**src/rtl/divider_8bit_if.sv**
```systemverilog
// Operand/result bundle for divider_8bit.
//   Load_Divisor, Run, S      : control levels and switch data into the divider
//   Qval, Rval, Dval          : signed quotient, signed remainder, stored divisor
//   Busy, Done                : division in progress / results valid while Run held
//   Div_Zero, Overflow        : status of the last division
//   QhexL/QhexU/RhexL/RhexU   : active-low 7-segment patterns (g..a) for Qval/Rval nibbles
interface divider_8bit_if;
  logic       Load_Divisor;
  logic       Run;
  logic [7:0] S;
  logic [7:0] Qval;
  logic [7:0] Rval;
  logic [7:0] Dval;
  logic       Busy;
  logic       Done;
  logic       Div_Zero;
  logic       Overflow;
  logic [6:0] QhexL;
  logic [6:0] QhexU;
  logic [6:0] RhexL;
  logic [6:0] RhexU;

  modport master (
    output Load_Divisor, Run, S,
    input  Qval, Rval, Dval, Busy, Done, Div_Zero, Overflow,
    input  QhexL, QhexU, RhexL, RhexU
  );

  modport slave (
    input  Load_Divisor, Run, S,
    output Qval, Rval, Dval, Busy, Done, Div_Zero, Overflow,
    output QhexL, QhexU, RhexL, RhexU
  );
endinterface

```
**src/rtl/divider_8bit.sv**
```systemverilog
// Sequential 8-bit signed restoring divider.
// Divisor is loaded from S with Load_Divisor; Run captures the dividend from S
// and yields a truncating quotient and dividend-signed remainder 10 edges later.
// Divide-by-zero and -128/-1 are resolved in one edge with status flags.
// Ports:
//   Clk   : rising-edge clock
//   Reset : synchronous active-high reset
//   bus   : divider_8bit_if.slave (controls, switch data, results, flags, hex segments)
module divider_8bit #(
  parameter int unsigned ITER = 8
) (
  input  logic           Clk,
  input  logic           Reset,
  divider_8bit_if.slave  bus
);

  typedef enum logic [1:0] {
    ST_IDLE,
    ST_ITER,
    ST_FIX,
    ST_DONE
  } state_t;

  state_t     state;
  logic [7:0] qval_r;
  logic [7:0] rval_r;
  logic [7:0] dval_r;
  logic       busy_r;
  logic       done_r;
  logic       dz_r;
  logic       ov_r;

  logic [7:0] q_work;
  logic [7:0] m_work;
  logic [8:0] p_work;
  logic [2:0] count;
  logic       sign_q;
  logic       sign_r;

  logic [8:0] p_shift;
  logic [8:0] trial;

  // One restoring step: bring the next dividend bit into P and trial-subtract M.
  always_comb begin
    p_shift = {p_work[7:0], q_work[7]};
    trial   = p_shift - {1'b0, m_work};
  end

  always_ff @(posedge Clk) begin
    if (Reset) begin
      state  <= ST_IDLE;
      qval_r <= '0;
      rval_r <= '0;
      dval_r <= '0;
      busy_r <= 1'b0;
      done_r <= 1'b0;
      dz_r   <= 1'b0;
      ov_r   <= 1'b0;
      q_work <= '0;
      m_work <= '0;
      p_work <= '0;
      count  <= '0;
      sign_q <= 1'b0;
      sign_r <= 1'b0;
    end else begin
      unique case (state)
        ST_IDLE: begin
          if (bus.Load_Divisor) begin
            dval_r <= bus.S;
            qval_r <= '0;
            rval_r <= '0;
            dz_r   <= 1'b0;
            ov_r   <= 1'b0;
          end else if (bus.Run) begin
            if (dval_r == 8'h00) begin
              qval_r <= '1;
              rval_r <= bus.S;
              dz_r   <= 1'b1;
              ov_r   <= 1'b0;
              done_r <= 1'b1;
              state  <= ST_DONE;
            end else if (bus.S == 8'h80 && dval_r == 8'hFF) begin
              qval_r <= 8'h80;
              rval_r <= '0;
              dz_r   <= 1'b0;
              ov_r   <= 1'b1;
              done_r <= 1'b1;
              state  <= ST_DONE;
            end else begin
              // Unsigned negate gives |-128| = 0x80, which the 8-bit datapath handles.
              q_work <= bus.S[7] ? -bus.S : bus.S;
              m_work <= dval_r[7] ? -dval_r : dval_r;
              p_work <= '0;
              sign_q <= bus.S[7] ^ dval_r[7];
              sign_r <= bus.S[7];
              dz_r   <= 1'b0;
              ov_r   <= 1'b0;
              count  <= '0;
              busy_r <= 1'b1;
              state  <= ST_ITER;
            end
          end
        end

        ST_ITER: begin
          if (!trial[8]) begin
            p_work <= trial;
            q_work <= {q_work[6:0], 1'b1};
          end else begin
            p_work <= p_shift;
            q_work <= {q_work[6:0], 1'b0};
          end
          count <= count + 3'd1;
          if (count == 3'(ITER - 1)) begin
            state <= ST_FIX;
          end
        end

        ST_FIX: begin
          qval_r <= sign_q ? -q_work : q_work;
          rval_r <= sign_r ? -p_work[7:0] : p_work[7:0];
          busy_r <= 1'b0;
          done_r <= 1'b1;
          state  <= ST_DONE;
        end

        ST_DONE: begin
          // Run is a level: wait for release so one assertion yields one division.
          if (!bus.Run) begin
            done_r <= 1'b0;
            state  <= ST_IDLE;
          end
        end

        default: state <= ST_IDLE;
      endcase
    end
  end

  function automatic logic [6:0] hex7(input logic [3:0] n);
    logic [6:0] seg;
    unique case (n)
      4'h0: seg = 7'b1000000;
      4'h1: seg = 7'b1111001;
      4'h2: seg = 7'b0100100;
      4'h3: seg = 7'b0110000;
      4'h4: seg = 7'b0011001;
      4'h5: seg = 7'b0010010;
      4'h6: seg = 7'b0000010;
      4'h7: seg = 7'b1111000;
      4'h8: seg = 7'b0000000;
      4'h9: seg = 7'b0010000;
      4'hA: seg = 7'b0001000;
      4'hB: seg = 7'b0000011;
      4'hC: seg = 7'b1000110;
      4'hD: seg = 7'b0100001;
      4'hE: seg = 7'b0000110;
      default: seg = 7'b0001110;
    endcase
    return seg;
  endfunction

  assign bus.Qval     = qval_r;
  assign bus.Rval     = rval_r;
  assign bus.Dval     = dval_r;
  assign bus.Busy     = busy_r;
  assign bus.Done     = done_r;
  assign bus.Div_Zero = dz_r;
  assign bus.Overflow = ov_r;

  always_comb begin
    bus.QhexL = hex7(qval_r[3:0]);
    bus.QhexU = hex7(qval_r[7:4]);
    bus.RhexL = hex7(rval_r[3:0]);
    bus.RhexU = hex7(rval_r[7:4]);
  end

endmodule

```
**src/flat_wrapper.sv**
```systemverilog
// flat-port wrapper written by rule: the top's interface ports become plain ports
module divider_8bit_flat 
#(
  parameter int unsigned ITER = 8
)
  (Clk, Reset, bus_Load_Divisor, bus_Run, bus_S, bus_Qval, bus_Rval, bus_Dval, bus_Busy, bus_Done, bus_Div_Zero, bus_Overflow, bus_QhexL, bus_QhexU, bus_RhexL, bus_RhexU);
  divider_8bit_if bus_i ();
  input  logic Clk;
  input  logic Reset;
  input wire logic [$bits(bus_i.Load_Divisor)-1:0] bus_Load_Divisor;
  input wire logic [$bits(bus_i.Run)-1:0] bus_Run;
  input wire logic [$bits(bus_i.S)-1:0] bus_S;
  output wire logic [$bits(bus_i.Qval)-1:0] bus_Qval;
  output wire logic [$bits(bus_i.Rval)-1:0] bus_Rval;
  output wire logic [$bits(bus_i.Dval)-1:0] bus_Dval;
  output wire logic [$bits(bus_i.Busy)-1:0] bus_Busy;
  output wire logic [$bits(bus_i.Done)-1:0] bus_Done;
  output wire logic [$bits(bus_i.Div_Zero)-1:0] bus_Div_Zero;
  output wire logic [$bits(bus_i.Overflow)-1:0] bus_Overflow;
  output wire logic [$bits(bus_i.QhexL)-1:0] bus_QhexL;
  output wire logic [$bits(bus_i.QhexU)-1:0] bus_QhexU;
  output wire logic [$bits(bus_i.RhexL)-1:0] bus_RhexL;
  output wire logic [$bits(bus_i.RhexU)-1:0] bus_RhexU;
  assign bus_i.Load_Divisor = bus_Load_Divisor;
  assign bus_i.Run = bus_Run;
  assign bus_i.S = bus_S;
  assign bus_Qval = bus_i.Qval;
  assign bus_Rval = bus_i.Rval;
  assign bus_Dval = bus_i.Dval;
  assign bus_Busy = bus_i.Busy;
  assign bus_Done = bus_i.Done;
  assign bus_Div_Zero = bus_i.Div_Zero;
  assign bus_Overflow = bus_i.Overflow;
  assign bus_QhexL = bus_i.QhexL;
  assign bus_QhexU = bus_i.QhexU;
  assign bus_RhexL = bus_i.RhexL;
  assign bus_RhexU = bus_i.RhexU;
  divider_8bit #(.ITER(ITER)) u_core (.Clk(Clk), .Reset(Reset), .bus(bus_i));
endmodule
```
**config.mk**
```make
export PLATFORM = sky130hd
export DESIGN_NAME = divider_8bit_flat
export DESIGN_NICKNAME = d
export VERILOG_FILES = /design/src/rtl/divider_8bit_if.sv /design/src/rtl/divider_8bit.sv /design/src/flat_wrapper.sv
export SDC_FILE = /design/constraint.sdc
export NUM_CORES = 1
export LEC_CHECK = 0
export ABC_AREA = 1
export CORE_MARGIN = 2
export CORE_UTILIZATION = 35
export CTS_BUF_LIST = sky130_fd_sc_hd__clkbuf_2 sky130_fd_sc_hd__clkbuf_4 sky130_fd_sc_hd__clkbuf_8
export DETAILED_ROUTE_END_ITERATION = 7
export GPL_TIMING_DRIVEN = 0
export RECOVER_POWER = 25
export REMOVE_ABC_BUFFERS = 1
export SYNTH_ARGS = -nofsm -noshare
export SYNTH_HDL_FRONTEND = slang
export SYNTH_SLANG_ARGS = --single-unit
```
**constraint.sdc**
```tcl
create_clock -name Clk -period 7.8 [get_ports Clk]
set_input_delay 1.95 -clock Clk [delete_from_list [all_inputs] [get_ports Clk]]
set_output_delay 1.95 -clock Clk [all_outputs]
set_load 0.05 [all_outputs]
```
# Word-level counts from Yosys, hierarchy flattened
# Memory sizes are Yosys's and may differ from the RTL's. A register that Yosys moved wholly into a read port is not among the register bits.
# Cells that the tools add are included.
classes:
  addsub: 6
  mul: 0
  div_mod_pow: 0
  order_cmp: 0
  n_eq_ne: 15
  n_shift: 0
  n_mux: 64
  n_bitwise: 4
  reduce_logical: 15
ops:
  columns: ["cell", "n"]
  rows:
  - ["$mux 8", 21]
  - ["$pmux 8 s2", 4]
  - ["$mux 4", 8]
  - ["$neg 8->8", 4]
  - ["$reduce_and 5->1", 4]
  - ["$mux 1", 17]
  - ["$eq 8x8->1 const B", 2]
  - ["$mux 2", 6]
  - ["$mux 3", 4]
  - ["$ne 2x2->1 const B", 5]
  - ["$sub 9x8->9", 1]
  - ["$logic_not 8->1", 1]
  - ["$pmux 2 s4", 1]
  - ["$pmux 3 s2", 1]
  - ["$reduce_bool 2->1", 3]
  - ["$eq 2x2->1 const B", 2]
  - ["$ne 4x2->1 const B", 1]
  - ["$reduce_and 2->1", 2]
  - ["$reduce_and 4->1", 1]
  - ["$add 3x1->3 const B", 1]
  - ["$eq 3x3->1 const B", 1]
  - ["$ne 3x1->1 const B", 1]
  - ["$ne 3x3->1 const B", 1]
  - ["$not 1->1", 3]
  - ["other kinds (9)", 9]
word_totals:
  ff_bits: 59
  latchBits: 0
  mem_bits_rw: 0
  mem_bits_ro: 448
  inputBits: 12
  out_inout_bits: 56
  elab_cells: 122
  n_memories: 4
memory_table:
  columns: ["memory", "depth", "word_bits", "rd", "rd_clocked_by_memory_dff", "write_ports", "line_no", "rtl"]
  rows:
  - ["(no name shown)", 16, 7, 1, 1, 0, "divider_8bit.sv:142", "unique case (n)"]
  - ["(no name shown)", 16, 7, 1, 1, 0, "divider_8bit.sv:142", null]
  - ["(no name shown)", 16, 7, 1, 1, 0, "divider_8bit.sv:142", null]
  - ["(no name shown)", 16, 7, 1, 1, 0, "divider_8bit.sv:142", null]

# Logic depth before layout (Yosys ltp)
logic_depth:
  depth_word: 9
  mapped_depth: 18
  ltp_nobuf: 16

# Worst setup path after synthesis
# OpenSTA, ideal clock, no wires.
synth_timing:
  kind: "input -> register"
  start: "input bus_S[1]"
  end: "register u_core.bus.QhexU[3] (netlist name)"
  setup_ps: 113
  t_arrival_ps: 3755
  required_time_ps: 7687
  path_slack_ps: 3932
  stages: 16
  n_path_buf: 1
  path_cell_list: "inv_1 > ha_1 > nand3_1 > nor2_1 > nand2_1 > nand3_4 > nand2_4 > buf_4 > nand2_1 > nand3_1 > inv_1 > ha_1 > inv_1 > nand4_1 > nand3_1 > nand2_1"
synth_between:
  elab_chain_cells: 6
synth_lines:
  columns: ["element", "line_no", "rtl"]
  rows:
  - ["from (decl)", "flat_wrapper.sv:12", "input wire logic [$bits(bus_i.S)-1:0] bus_S;"]
  - ["$eq 8x8->1", "divider_8bit.sv:82", "end else if (bus.S == 8'h80 && dval_r == 8'hFF) begin"]
  - ["$logic_and 1x1->1", "divider_8bit.sv:82", null]
  - ["$ne 4x2->1 (no line)", null, null]
  - ["$reduce_and 3->1 (no line)", null, null]
  - ["$mux 4 (no line) (2 in series)", null, null]
# Every way passes these cells.
# A chain may end at the register's enable or synchronous reset.

# Final worst setup path
layout_timing:
  start: "input Reset"
  end: "register u_core.bus.QhexU[3] (netlist name)"
layout_between:
  elab_chain_cells: 1
layout_lines:
  columns: ["element", "line_no", "rtl"]
  rows:
  - ["from (decl)", "flat_wrapper.sv:9", "input logic Reset;"]
  - ["$mux 4 (no line)", null, null]
# Every way passes these cells.

==> results.py <==
metrics = {
    "detailed_routing": {
        "routed-wl-met2_microns": 6420,
        "drc": 0,
        "wl_microns": 14400,
        "vias": 5321,
        "drtAntennaViolNets": 0,
        "top_layer_used": "met4",
        "dr.pass1.iters": 5,
        "wl_per_cell_microns": 13.0,
        "vias_per_cell": 4.80,
        "drtIter0Drc": 396,
        "dr_wl_met3_microns": 621,
        "wl_met1_microns": 7150,
    },
    "cts": {
        "path_clk_slew_ps": 80,
        "cts_resized": 0,
        "insertion_delay_ps": 380,
        "numCtsBuffers": 9,
        "clk_path_buf_depth": 2,
        "clock_sinks": 87,
        "clockRootBuffer": "clkbuf_8",
        "postCtsSetupRepairBufs": 0,
        "hold_buffers": 0,
        "tritoncts": "built",
        "h-tree-depth": 3,
    },
    "floorplan": {
        "ios": 68,
        "die-area_sq_mm": 0.0171,
        "rows": 46,
        "core-area_sq_mm": 0.0158,
        "dieHeight_microns": 131,
        "start_util": 0.356,
        "die_w_microns": 131,
    },
    "critical_path": {
        "required_ps": 8070,
        "start_kind": "primary input",
        "cp_data_arrival_time_ps": 5830,
        "worstSetupEndpointType": "flip-flop",
        "crit_path_max_fanout": 61,
        "crit_type": "in2reg",
    },
    "timing": {
        "rsz0062_at_grt": "false",
        "setup_tns_ps": 0,
        "slew_headroom": 0.184,
        "post-route-min-period_ps": 5560,
        "clock-skew-final_ps": 8.21,
        "fin_crit_sh": 0.713,
        "slew_violations": 0,
        "finalHoldViolations": 0,
        "tightest_slew_ps": 1220,
        "timing.fmax_mhz": 180,
        "setup_viol": 0,
    },
    "outcome": {
        "status": "finished, final reports clean",
    },
    "layout": {
        "final_nets": 943,
        "layout_common_cells": "nand2_1 (224), nand3_1 (113), inv_1 (104)",
        "seqCellArea_sq_mm": 0.00174,
        "n_antenna_cell": 0,
        "area_growth_pct": 17.9,
        "multiInputGateArea_sq_mm": 0.00332,
        "fin_cells": 1108,
        "fill_cells": 1717,
        "drive_above_1_share": 0.0628,
        "final_common_cell": "nand2_1",
    },
    "synth": {
        "synth-seq-area-share": 0.310,
        "synth-seq-cells": 87,
        "syn_inst": 833,
        "synth_ff_type": "dfxtp_1",
        "yosys_warnings": 0,
        "avgSynthCellArea_sq_um": 6.74,
        "syn_area_sq_mm": 0.00561,
        "yosys.cell_types.count": 44,
        "async_flop_share": 0,
        "synth_edf_count": 0,
    },
    "run": {
        "maxCapViolCount": 0,
    },
    "grt": {
        "grt_pass1_wl_microns": 23800,
        "first_global_vias": 4921,
        "overflow": 0,
        "grt_max_degree": 62,
        "antenna_found_initial": 0,
        "grt_use_total": 0.176,
    },
    "power": {
        "power_density_mw_per_mm2": 451,
        "static-leakage-power_nw": 3.22,
        "max-vdd-ir-drop_mv": 0.195,
    },
    "hold_path": {
        "min_path_type": "reg2reg",
    },
    "placement": {
        "dp_hpwl_microns": 10500,
        "dp_cells": 1092,
        "gp_congestion": 0.869,
        "portBuffers": 67,
    },
}
## area by class of cell
type                    instances  share of cell area
inverters                     113              0.0647
clock buffers                  13              0.0252
well taps                     216              0.0409
clock inverters                 3             0.00265
multi-input cells             609               0.502
repair buffers                 67               0.101
flip-flops and latches         87               0.263
## critical path, cell delays in order
cell	delay, ps
clkdlybuf4s50_1	1280
clkinv_2	1100
nand3_1	640
inv_1	150
ha_1	310
inv_1	90
nand4_1	100
nand3_1	130
nand2_1	60
## routing by layer
layer	up-vias	track usage
met5	-	0
met2	103	0.278
met1	2402	0.241
li1	2802	-
met3	14	0.0379
met4	0	0.0588
## worst paths after layout
path,start,end,slack [ps],depth (start not counted)
worst min-delay path,u_core.q_work[7],u_core.q_work[7],470,2
worst min register to register,u_core.q_work[7],u_core.q_work[7],470,2
worst max register to register,u_core.state[0],u_core.bus.RhexU[3],4240,14
worst max-delay path,Reset,u_core.bus.QhexU[3],2240,9
## flip-flops by register name, indices dropped and copies added, names as in the netlist, 8 cells and up
name / cells
u_core.bus.Qval: 8
u_core.p_work: 8
u_core.m_work: 8
u_core.bus.Rval: 8
u_core.bus.Dval: 8
u_core.q_work: 8
## per-stage QoR
stage / hold slack [ps] / instance area, sq um / worst slack (ps) / utilization / total power, mW
4_1_cts: 471 / 6610 / 2210 / 0.419 / 3.02
3_5_place_dp: 458 / 6430 / 1820 / 0.408 / 2.70
2_1_floorplan: 437 / 5490 / 3500 / - / 2.19
6_report: 470 / 6610 / 2240 / 0.419 / 2.98
3_3_place_gp: 453 / 6430 / 775 / 0.408 / 2.70
5_1_grt: 486 / 6610 / 1940 / 0.419 / 3.26
## where the power goes
group          leakage [nW]  total, mW  internal, mW  switching, mW
Combinational          2.41       2.00         0.603           1.39
Sequential            0.715      0.687         0.590         0.0972
Clock                0.0963      0.300         0.139          0.160
## cells by family (layout without fill, tap and decap cells)
logic type | count (synthesis) | after routing | share of synthesized area
AOI/OAI and AO/OA | 123 | 123 | 0.121
xor gates and xnor gates | 14 | 14 | 0.0219
adders and majority gates | 44 | 44 | 0.0994
buffers and inverters | 137 | 196 | 0.0981
DFF | 87 | 87 | 0.310
and+or+nand+nor | 428 | 428 | 0.349
## synthesized netlist by cell type, types with 2 or more instances
cell,n,area (sq um)
nand2_1,224,841
nand3_1,113,566
inv_1,104,390
dfxtp_1,87,1740
a21oi_1,51,255
nor2_1,49,184
o21ai_0,47,235
ha_1,43,538
clkbuf_1,13,48.8
nand4_1,13,81.3
xor2_1,11,96.3
inv_2,7,26.3
buf_2,6,30.0
nor2_2,6,37.5
nand2_4,5,56.3
nand3_4,5,87.6
nand2_2,4,25.0
o21ai_1,4,20.0
o21ai_2,4,35.0
a211oi_1,3,22.5
buf_6,3,33.8
o22ai_1,3,18.8
xnor2_1,3,26.3
a21boi_0,2,15.0
nand3_2,2,20.0
nor3_1,2,10.0
o211ai_1,2,15.0
Power figures use the tool's default switching activity.
